<file path="src/rtl/regfile_wb_arbiter.sv">
// Register-file writeback arbiter with busy scoreboard.
// Two writeback sources (src0 = ALU/execute, src1 = load/memory) share the
// single RegisterFile write port under round-robin arbitration. A per-register
// busy bit is set by the issue stage and cleared by the matching writeback,
// and the decode stage reads it to detect RAW/WAW hazards.
//
// Ports:
//   clk, rst                      clock, synchronous active-high reset
//   src0_* / src1_*               valid/reg/data in, ready out (same-cycle grant)
//   issue_valid/issue_reg         mark a destination pending; issue_ready out
//   query_reg1/2, query_busy1/2   combinational scoreboard lookups
//   regWrite/writeRegister/writeData  RegisterFile write port
module regfile_wb_arbiter #(
  parameter int unsigned WordLen   = 32,
  parameter int unsigned WordCount = 32,
  localparam int unsigned AW = (WordCount > 1) ? $clog2(WordCount) : 1
) (
  input  logic               clk,
  input  logic               rst,
  input  logic               src0_valid,
  input  logic [AW-1:0]      src0_reg,
  input  logic [WordLen-1:0] src0_data,
  output logic               src0_ready,
  input  logic               src1_valid,
  input  logic [AW-1:0]      src1_reg,
  input  logic [WordLen-1:0] src1_data,
  output logic               src1_ready,
  input  logic               issue_valid,
  input  logic [AW-1:0]      issue_reg,
  output logic               issue_ready,
  input  logic [AW-1:0]      query_reg1,
  input  logic [AW-1:0]      query_reg2,
  output logic               query_busy1,
  output logic               query_busy2,
  output logic               regWrite,
  output logic [AW-1:0]      writeRegister,
  output logic [WordLen-1:0] writeData
);

  logic [WordCount-1:0] busy_q, busy_d;
  // Index of the source granted most recently; 1 after reset so src0 wins first.
  logic                 rr_last_q, rr_last_d;
  logic                 grant0_c, grant1_c;

  // Arbitration, register-file port, scoreboard lookups and next state.
  always_comb begin
    grant0_c    = 1'b0;
    grant1_c    = 1'b0;
    busy_d      = busy_q;
    rr_last_d   = rr_last_q;

    if (!rst) begin
      if (src0_valid && src1_valid) begin
        grant0_c = rr_last_q;
        grant1_c = !rr_last_q;
      end else begin
        grant0_c = src0_valid;
        grant1_c = src1_valid;
      end
    end

    src0_ready    = grant0_c;
    src1_ready    = grant1_c;
    regWrite      = grant0_c | grant1_c;
    writeRegister = grant1_c ? src1_reg : src0_reg;
    writeData     = grant1_c ? src1_data : src0_data;

    // Checked against pre-edge busy, so an issue racing its own clear waits a cycle.
    issue_ready = !rst && (!busy_q[issue_reg] || (issue_reg == AW'(0)));
    query_busy1 = busy_q[query_reg1];
    query_busy2 = busy_q[query_reg2];

    if (regWrite) begin
      rr_last_d = grant1_c;
      busy_d[writeRegister] = 1'b0;
    end
    // Set after clear: a same-edge issue to the same register wins.
    if (issue_valid && issue_ready) begin
      busy_d[issue_reg] = 1'b1;
    end
    busy_d[0] = 1'b0;
  end

  // State registers.
  always_ff @(posedge clk) begin
    if (rst) begin
      busy_q    <= '0;
      rr_last_q <= 1'b1;
    end else begin
      busy_q    <= busy_d;
      rr_last_q <= rr_last_d;
    end
  end

endmodule

</file>
<file path="config.mk">
export PLATFORM = sky130hd
export DESIGN_NAME = regfile_wb_arbiter
export DESIGN_NICKNAME = d
export VERILOG_FILES = /design/src/rtl/regfile_wb_arbiter.sv
export SDC_FILE = /design/constraint.sdc
export NUM_CORES = 1
export LEC_CHECK = 0
export ABC_CLOCK_PERIOD_IN_PS = 3800
export CORE_ASPECT_RATIO = 0.9
export CORE_MARGIN = 1.5
export CORE_UTILIZATION = 45
export CTS_CLUSTER_SIZE = 40
export DETAILED_ROUTE_END_ITERATION = 8
export DONT_BUFFER_PORTS = 1
export PLACE_DENSITY = 0.62
export SLEW_MARGIN = 25
export SYNTH_ARGS = -nofsm -noshare
export SYNTH_HDL_FRONTEND = slang
export SYNTH_SLANG_ARGS = --single-unit
</file>
<file path="constraint.sdc">
create_clock -name clk -period 3.8 [get_ports clk]
set_input_delay 0.38 -clock clk [delete_from_list [all_inputs] [get_ports clk]]
set_output_delay 0.38 -clock clk [all_outputs]
set_load 0.005 [all_outputs]
</file>
## Word level (Yosys, flattened, before mapping)

Cells that the tools add are included.

| storage, ports and cells | value |
|---|---|
| word-level logic and storage cells | 41 |
| bits of input ports | 94 |
| register bits after elaboration | 33 |

| operators by class | value |
|---|---|
| reductions and logical operators | 10 |
| multiplexer cells | 18 |
| order comparisons | 6 |
| bitwise logic cells | 4 |

Operators with widths:

| kind | number |
|---|---|
| $mux W32 | 3 |
| $and A32 B32 Y32 | 1 |
| $not A32 Y32 | 1 |
| $or A32 B32 Y32 | 1 |
| $lt A5 B6 Y1 const B | 4 |
| $bmux W1 S5 | 3 |
| $demux W1 S5 | 2 |
| $ge A5 B1 Y1 const B | 2 |
| $mux W1 | 9 |
| $logic_and A1 B1 Y1 | 5 |
| $logic_not A5 Y1 | 1 |
| $mux W5 | 1 |
| $logic_not A1 Y1 | 3 |
| $logic_or A1 B1 Y1 | 1 |
| $or A1 B1 Y1 | 1 |

## Logic depth before layout (Yosys ltp)

Gate-level depths: netlist of run 1.

| logic depth | value |
|---|---|
| depth in word-level cells | 13 |
| depth in mapped cells | 8 |
| mapped depth without buffers | 7 |

## Worst setup path before layout of run 1

No wires, ideal clock.

| timing path | value |
|---|---|
| path type | input -> output |
| start | in query_reg1[0] |
| end | out query_busy1 |
| stages | 4 |
| required time | 3420 ps |
| data arrival time | 1719 ps |
| setup slack | 1701 ps |
| buffers on the path | 1 |
| cells stage by stage | buf_6 > mux4_1 > mux4_2 > a22o_1 |

| between the ends | value |
|---|---|
| longest elaborated chain between the ends | 2 |

Ends and longest elaborated chain:

| item | line | source |
|---|---|---|
| start, declared | 31 | `input logic [AW-1:0] query_reg1,` |
| $bmux W1 S5 | 70 | `query_busy1 = busy_q[query_reg1];` |
| $mux W1 (not written as such) | 70 |  |
| end, declared | 33 | `output logic query_busy1,` |

No other way between the ends. The select of a mux whose other input is x is not followed.

## Worst setup path after layout of run 1

| timing path | value |
|---|---|
| start | in rst |
| end | out writeRegister[0] |

| between the ends | value |
|---|---|
| longest elaborated chain between the ends | 2 |

Ends and longest elaborated chain:

| item | line | source |
|---|---|---|
| start, declared | 19 | `input logic rst,` |
| $mux W1 | 52 | `if (!rst) begin` |
| $mux W5 | 65 | `writeRegister = grant1_c ? src1_reg : src0_reg;` |
| end, declared | 36 | `output logic [AW-1:0] writeRegister,` |

No other way between the ends.

==> results of run 1 <==
through the flow:
step	utilization [%]	hold WS [ps]	total power (W)
6_report	48.2	218	0.000750
5_1_grt	48.2	203	0.000782
4_1_cts	48.2	207	0.000751
3_5_place_dp	47.0	506	0.000505
3_3_place_gp	47.0	501	0.000503
2_1_floorplan	-	470	0.000500
layout by cell type (no fill, tap or decap), types with 5 or more instances in the layout:
cell	instances
a21oi_1	6
clkbuf_8	5
dfxtp_1	32
inv_1	11
mux2i_1	12
mux4_1	10
mux4_2	10
nand2_1	124
nand2b_1	5
nand3_1	7
nand3b_1	6
nand4_1	7
nor2_1	14
nor4_1	5
o211ai_1	7
o21ai_0	16
o21ai_1	5
o311ai_0	12
routing by layer:
layer	routed length, um	vias to the layer above
met4	93	0
met3	895	13
li1	-	1387
met2	4020	158
met1	3950	1384
met5	0	-
cell usage after synthesis, types with 10 or more instances:
master | number | area, um^2
inv_1 | 11 | 41.3
clkbuf_1 | 16 | 60.1
nand2_1 | 124 | 465
mux4_1 | 10 | 263
o311ai_0 | 12 | 105
nor2_1 | 14 | 52.6
dfxtp_1 | 32 | 641
o21ai_0 | 16 | 80.1
mux2i_1 | 12 | 120
mux4_2 | 10 | 225
layout make-up:
type | count | area [um^2] | area share, %
Clock inverter | 1 | 5.00 | 0.165
Clock buffer | 6 | 72.6 | 2.39
Timing Repair Buffer | 1 | 7.51 | 0.248
Multi-Input combinational cell | 309 | 2140 | 70.7
Sequential cell | 32 | 641 | 21.1
Inverter | 14 | 52.6 | 1.73
Tap cell | 87 | 109 | 3.59
report_power, final:
group          total (W)  switching [W]  internal (W)
clock           0.000251       0.000126      0.000124
combinational   0.000153      0.0000952     0.0000583
sequential      0.000346     0.00000596      0.000340
total           0.000750       0.000227      0.000523
worst max-delay path, stage by stage:
cell and delay, ps:
inv_2 400, nand2_2 560, inv_1 310, buf_4 370, nand2_1 80, o21ai_0 110
worst paths after layout:
| kind | from | to | slack, ps | cells past startpoint |
|---|---|---|---|---|
| worst max-delay path | rst | writeRegister[0] | 1190 | 6 |
| worst min-delay path | rst | busy_q[4] | 220 | 1 |
| worst max register to register | rr_last_q | busy_q[8] | 1340 | 7 |
| worst min register to register | busy_q[4] | busy_q[4] | 520 | 2 |
sequential cells by signal, summed over array words and instances, names as in the netlist:
signal,count
busy_q,31
rr_last_q,1
logic make-up after synthesis:
kind of cell           count (synthesis)
and+or+nand+nor                      193
AOI/OAI and AO/OA                     82
DFF                                   32
buffers and inverters                 44
muxes                                 34
==> results.sh, run 1 <==
export IMPL_ir_drop_mv=0.126
export IMPL_fin_nets=457
export IMPL_synth_compound_area_share_pct=21.1
export IMPL_cp_required_ps=3420
export IMPL_dpl_hpwl_um=6760
export IMPL_fill_cells=645
export IMPL_crit_arrival_ps=2230
export IMPL_die_area_mm2=0.00714
export IMPL_ios=137
export IMPL_syn_instance_count=385
export IMPL_ctsResizeCount=0
export IMPL_stdcell_area_mm2=0.00303
export IMPL_area_growth_pct=1.38
export IMPL_use_met1_pct=34.6
export IMPL_yosysWarnings=0
export IMPL_globalplace_congestion=0.844
export IMPL_synth_area_mm2=0.00299
export IMPL_detail_route_antenna_nets=0
export IMPL_synth_fa_ha_area_share_pct=0
export IMPL_htreeDepth=2
export IMPL_grt_max_degree=43
export IMPL_min_period_ps=2610
export IMPL_clk_pin_slew_worst_paths_ps=70
export IMPL_use_met3_pct=8.22
export IMPL_synth_top_flop_cell="dfxtp_1"
export IMPL_fmax_mhz=383
export IMPL_synth_edff_count=0
export IMPL_grt_busiest_layer="met2"
export IMPL_status="completed"
export IMPL_clock_sinks=32
export IMPL_grt_usage_pct=24.5
export IMPL_finalNonFillerCells=450
export IMPL_syn_num_nets=479
export IMPL_use_met2_pct=36.6
export IMPL_leakagePower_nw=1.20
export IMPL_syn_mean_instance_area_um2=7.77
export IMPL_grt_pass1_vias=2566
export IMPL_skew_ps=4.87
export IMPL_die_h_um=80.3
export IMPL_dp_cells=443
export IMPL_muxShareOfSynthArea_pct=21.1
export IMPL_drive_gt1_share_pct=10.2
export IMPL_finalSetupViolCount=0
export IMPL_fin_crit_sh_pct=68.7
export IMPL_clock_latency_ps=280
export IMPL_rsz0062_at_grt="false"
export IMPL_max_slew_worst_pin_slew_ps=700
export IMPL_tns_ps=0
export IMPL_drv_slew=0
export IMPL_num_rows=27
export IMPL_drc_errors=0
export IMPL_first_iter_violations=213
export IMPL_ys_seq_area_share_pct=21.4
export IMPL_routed_wl_um=8960
export IMPL_clockBufferDepth=2
export IMPL_cts_tree="yes"
export IMPL_critPathCaptureType="output port"
export IMPL_synth_xor_area_share_pct=0
export IMPL_antenna_found_initial=0
export IMPL_yosys_area_share_simple_pct=29.5
export IMPL_drtPass1Iterations=5
export IMPL_die_x_um=88.9
export IMPL_cts_setup_buffers=0
export IMPL_detailed_place_area_mm2=0.00295
export IMPL_synth_seq_cells=32
export IMPL_powerDensity_mw_per_mm2=247
export IMPL_viasPerCell=6.54
export IMPL_pre_cts_slack_ps=1210
export IMPL_initial_core_util_pct=47.6
export IMPL_core_mm2=0.00628
export IMPL_grt_pass1_wl_um=13400
export IMPL_synth_top_family_by_area="simple AND/OR/NAND/NOR gates"
export IMPL_root_buffer="clkbuf_8"
export IMPL_async_flop_share_pct=0
export IMPL_dr_total_vias=2942
export IMPL_final_hold_viol_count=0
export IMPL_wl_per_cell_um=19.9
export IMPL_slew_limit_headroom_pct=53.1
export IMPL_holdBufCountCts=0
export IMPL_crit_type="input pin to output port"
export IMPL_grt_ovfl_total=0
export IMPL_hp_class="input pin to flip-flop"
export IMPL_maxCapViolCount=0
export IMPL_diodes=0
export IMPL_synth_distinct_cells=54
export IMPL_io_buffers=0
export IMPL_cts_made_buffers=5
export IMPL_path_max_fanout=42
export IMPL_fin_ws_ps=1190
export IMPL_startpoint_type="input pin"
Power figures use the tool's default switching activity.
==> run 2: changes to the inputs <==
--- a/config.mk
+++ b/config.mk
@@ -5,14 +5,14 @@
 export SDC_FILE = /design/constraint.sdc
 export NUM_CORES = 1
 export LEC_CHECK = 0
-export ABC_CLOCK_PERIOD_IN_PS = 3800
+export ABC_CLOCK_PERIOD_IN_PS = 2300
 export CORE_ASPECT_RATIO = 0.9
 export CORE_MARGIN = 1.5
 export CORE_UTILIZATION = 45
 export CTS_CLUSTER_SIZE = 40
 export DETAILED_ROUTE_END_ITERATION = 8
 export DONT_BUFFER_PORTS = 1
-export PLACE_DENSITY = 0.62
+export PLACE_DENSITY = 0.64
 export SLEW_MARGIN = 25
 export SYNTH_ARGS = -nofsm -noshare
 export SYNTH_HDL_FRONTEND = slang
==> constraint.sdc (replaced) <==
create_clock -name clk -period 2.3 [get_ports clk]
set_input_delay 0.23 -clock clk [delete_from_list [all_inputs] [get_ports clk]]
set_output_delay 0.23 -clock clk [all_outputs]
set_load 0.005 [all_outputs]
==> run 2 against run 1 <==
Against the previous run: combinational power up 71%; hold slack worse by 170 ps; global-route usage down 0.39 points; register-to-register slack worse by 990 ps.
==> results.sh, run 2 (synthesis results as in run 1) <==
export IMPL_status="completed"
export IMPL_cpMaxStageDelayCell="mux4_1"
export IMPL_clk_pin_slew_worst_paths_ps=70
export IMPL_area_growth_pct=3.39
export IMPL_detail_route_antenna_nets=0
export IMPL_drc_errors=0
export IMPL_cts_tree="yes"
export IMPL_crit_family="multiplexers"
export IMPL_dpl_hpwl_um=6950
export IMPL_htreeDepth=2
export IMPL_clock_latency_ps=290
export IMPL_layout_cells_most_common_list="nand2_1, dfxtp_1, o21ai_0"
export IMPL_drive_gt1_share_pct=11.4
export IMPL_min_from="rst"
export IMPL_fill_cells=609
export IMPL_die_h_um=80.3
export IMPL_ios=137
export IMPL_hold_depth=1
export IMPL_initial_core_util_pct=47.6
export IMPL_fin_nets=461
export IMPL_regMostFlops="busy_q"
export IMPL_min_period_ps=2120
export IMPL_cp_slowest_stage_delay_ps=510
export IMPL_die_x_um=88.9
export IMPL_io_buffers=0
export IMPL_top_regs="busy_q: 31 flops, rr_last_q: 1 flops"
export IMPL_drtPass1Iterations=5
export IMPL_multiInputGateArea_mm2=0.00214
export IMPL_cts_made_buffers=5
export IMPL_antenna_found_initial=0
export IMPL_path_buf_inv=0
export IMPL_mostFrequentLayoutCell="nand2_1"
export IMPL_ir_drop_mv=0.271
export IMPL_crit_arrival_ps=1890
export IMPL_cts_setup_buffers=0
export IMPL_grt_ovfl_total=0
export IMPL_dr_total_vias=2984
export IMPL_cp_required_ps=2070
export IMPL_wl_per_cell_um=20.2
export IMPL_drv_slew=0
export IMPL_grt_pass1_wl_um=12900
export IMPL_path_max_fanout=4
export IMPL_slew_limit_headroom_pct=55.2
export IMPL_grt_max_degree=38
export IMPL_maxCapViolCount=0
export IMPL_core_mm2=0.00628
export IMPL_num_rows=27
export IMPL_largest_reg_flops=31
export IMPL_powerDensity_mw_per_mm2=446
export IMPL_startpoint_type="flip-flop"
export IMPL_r2r_end="busy_q[13]"
export IMPL_pre_cts_slack_ps=363
export IMPL_holdBufCountCts=0
export IMPL_fin_ws_ps=180
export IMPL_seq_area_um2=641
export IMPL_crit_type="flip-flop to output port"
export IMPL_root_buffer="clkbuf_8"
export IMPL_clockBufferDepth=2
export IMPL_hold_end="busy_q[2]"
export IMPL_r2r_setup_slack_ps=350
export IMPL_fin_crit_sh_pct=92.2
export IMPL_viasPerCell=6.56
export IMPL_tns_ps=0
export IMPL_clock_sinks=32
export IMPL_ctsResizeCount=0
export IMPL_globalplace_congestion=0.883
export IMPL_skew_ps=2.36
export IMPL_grt_usage_pct=24.1
export IMPL_first_iter_violations=334
export IMPL_max_slew_worst_pin_slew_ps=663
export IMPL_fmax_mhz=472
export IMPL_cp_cell_sequence="mux4_1, mux4_2, a22o_1"
export IMPL_reg2regPathDepth=6
export IMPL_diodes=0
export IMPL_finalSetupViolCount=0
export IMPL_critPathCaptureType="output port"
export IMPL_rsz0062_at_grt="false"
export IMPL_routed_wl_um=9190
export IMPL_leakagePower_nw=1.23
export IMPL_hp_class="input pin to flip-flop"
export IMPL_grt_pass1_vias=2337
export IMPL_r2r_start="rr_last_q"
export IMPL_startpoint="busy_q[13]"
export IMPL_final_hold_viol_count=0
export IMPL_die_area_mm2=0.00714
-- run 2: cell types whose count changed in the layout (fill, tap and decap cells not counted) --
cell       delta
buf_4         +4
bufinv_16     +1
-- run 2: per-stage QoR --
| step | util [%] | instances | hold slack, ps | power (W) | area [um^2] |
|---|---|---|---|---|---|
| 2_1_floorplan | - | 385 | 363 | 0.000825 | 2990 |
| 3_5_place_dp | 47.5 | 447 | 355 | 0.000840 | 2980 |
| 3_3_place_gp | 47.5 | 447 | 353 | 0.000838 | 2980 |
| 6_report | 49.2 | 455 | 49.4 | 0.00138 | 3090 |
| 5_1_grt | 49.2 | 455 | 38.0 | 0.00142 | 3090 |
| 4_1_cts | 49.2 | 455 | 44.0 | 0.00137 | 3090 |
-- run 2: worst max path at each step --
stage	endpoint	slack (ps)	depth (start not counted)
floorplan	query_busy1	500	4
global placement	busy_q[14]	460	6
detailed placement	busy_q[13]	360	6
CTS	query_busy2	170	3
global route	writeRegister[0]	110	6
finish	query_busy1	180	3
-- run 2: layer usage --
metal	global-route usage [%]	wire [um]	up-vias
met5	0	0	-
met4	5.54	104	0
met3	5.14	901	13
met2	33.6	4100	183
met1	37.4	4090	1397
li1	-	-	1391
-- run 2: final cells by class --
cell class | count | area share (%)
Inverter | 14 | 1.70
Clock inverter | 2 | 1.13
Sequential cell | 32 | 20.7
Clock buffer | 6 | 2.35
Timing Repair Buffer | 5 | 1.21
Tap cell | 87 | 3.52
Multi-Input combinational cell | 309 | 69.4
-- run 2: power breakdown --
group	total (W)	switching (W)	leakage, nW	internal, W
logic	0.000261	0.000160	0.915	0.000102
clock network	0.000548	0.000227	0.0552	0.000322
registers	0.000571	0.00000960	0.258	0.000561
total	0.00138	0.000396	1.23	0.000984
==> run 3: changes to the inputs <==
--- a/config.mk
+++ b/config.mk
@@ -13,7 +13,7 @@
 export DETAILED_ROUTE_END_ITERATION = 8
 export DONT_BUFFER_PORTS = 1
 export PLACE_DENSITY = 0.64
-export SLEW_MARGIN = 25
+export SLEW_MARGIN = 20
 export SYNTH_ARGS = -nofsm -noshare
 export SYNTH_HDL_FRONTEND = slang
 export SYNTH_SLANG_ARGS = --single-unit
==> results of run 3 <==
Final layout, timing and power as in run 2 (identical DEF).
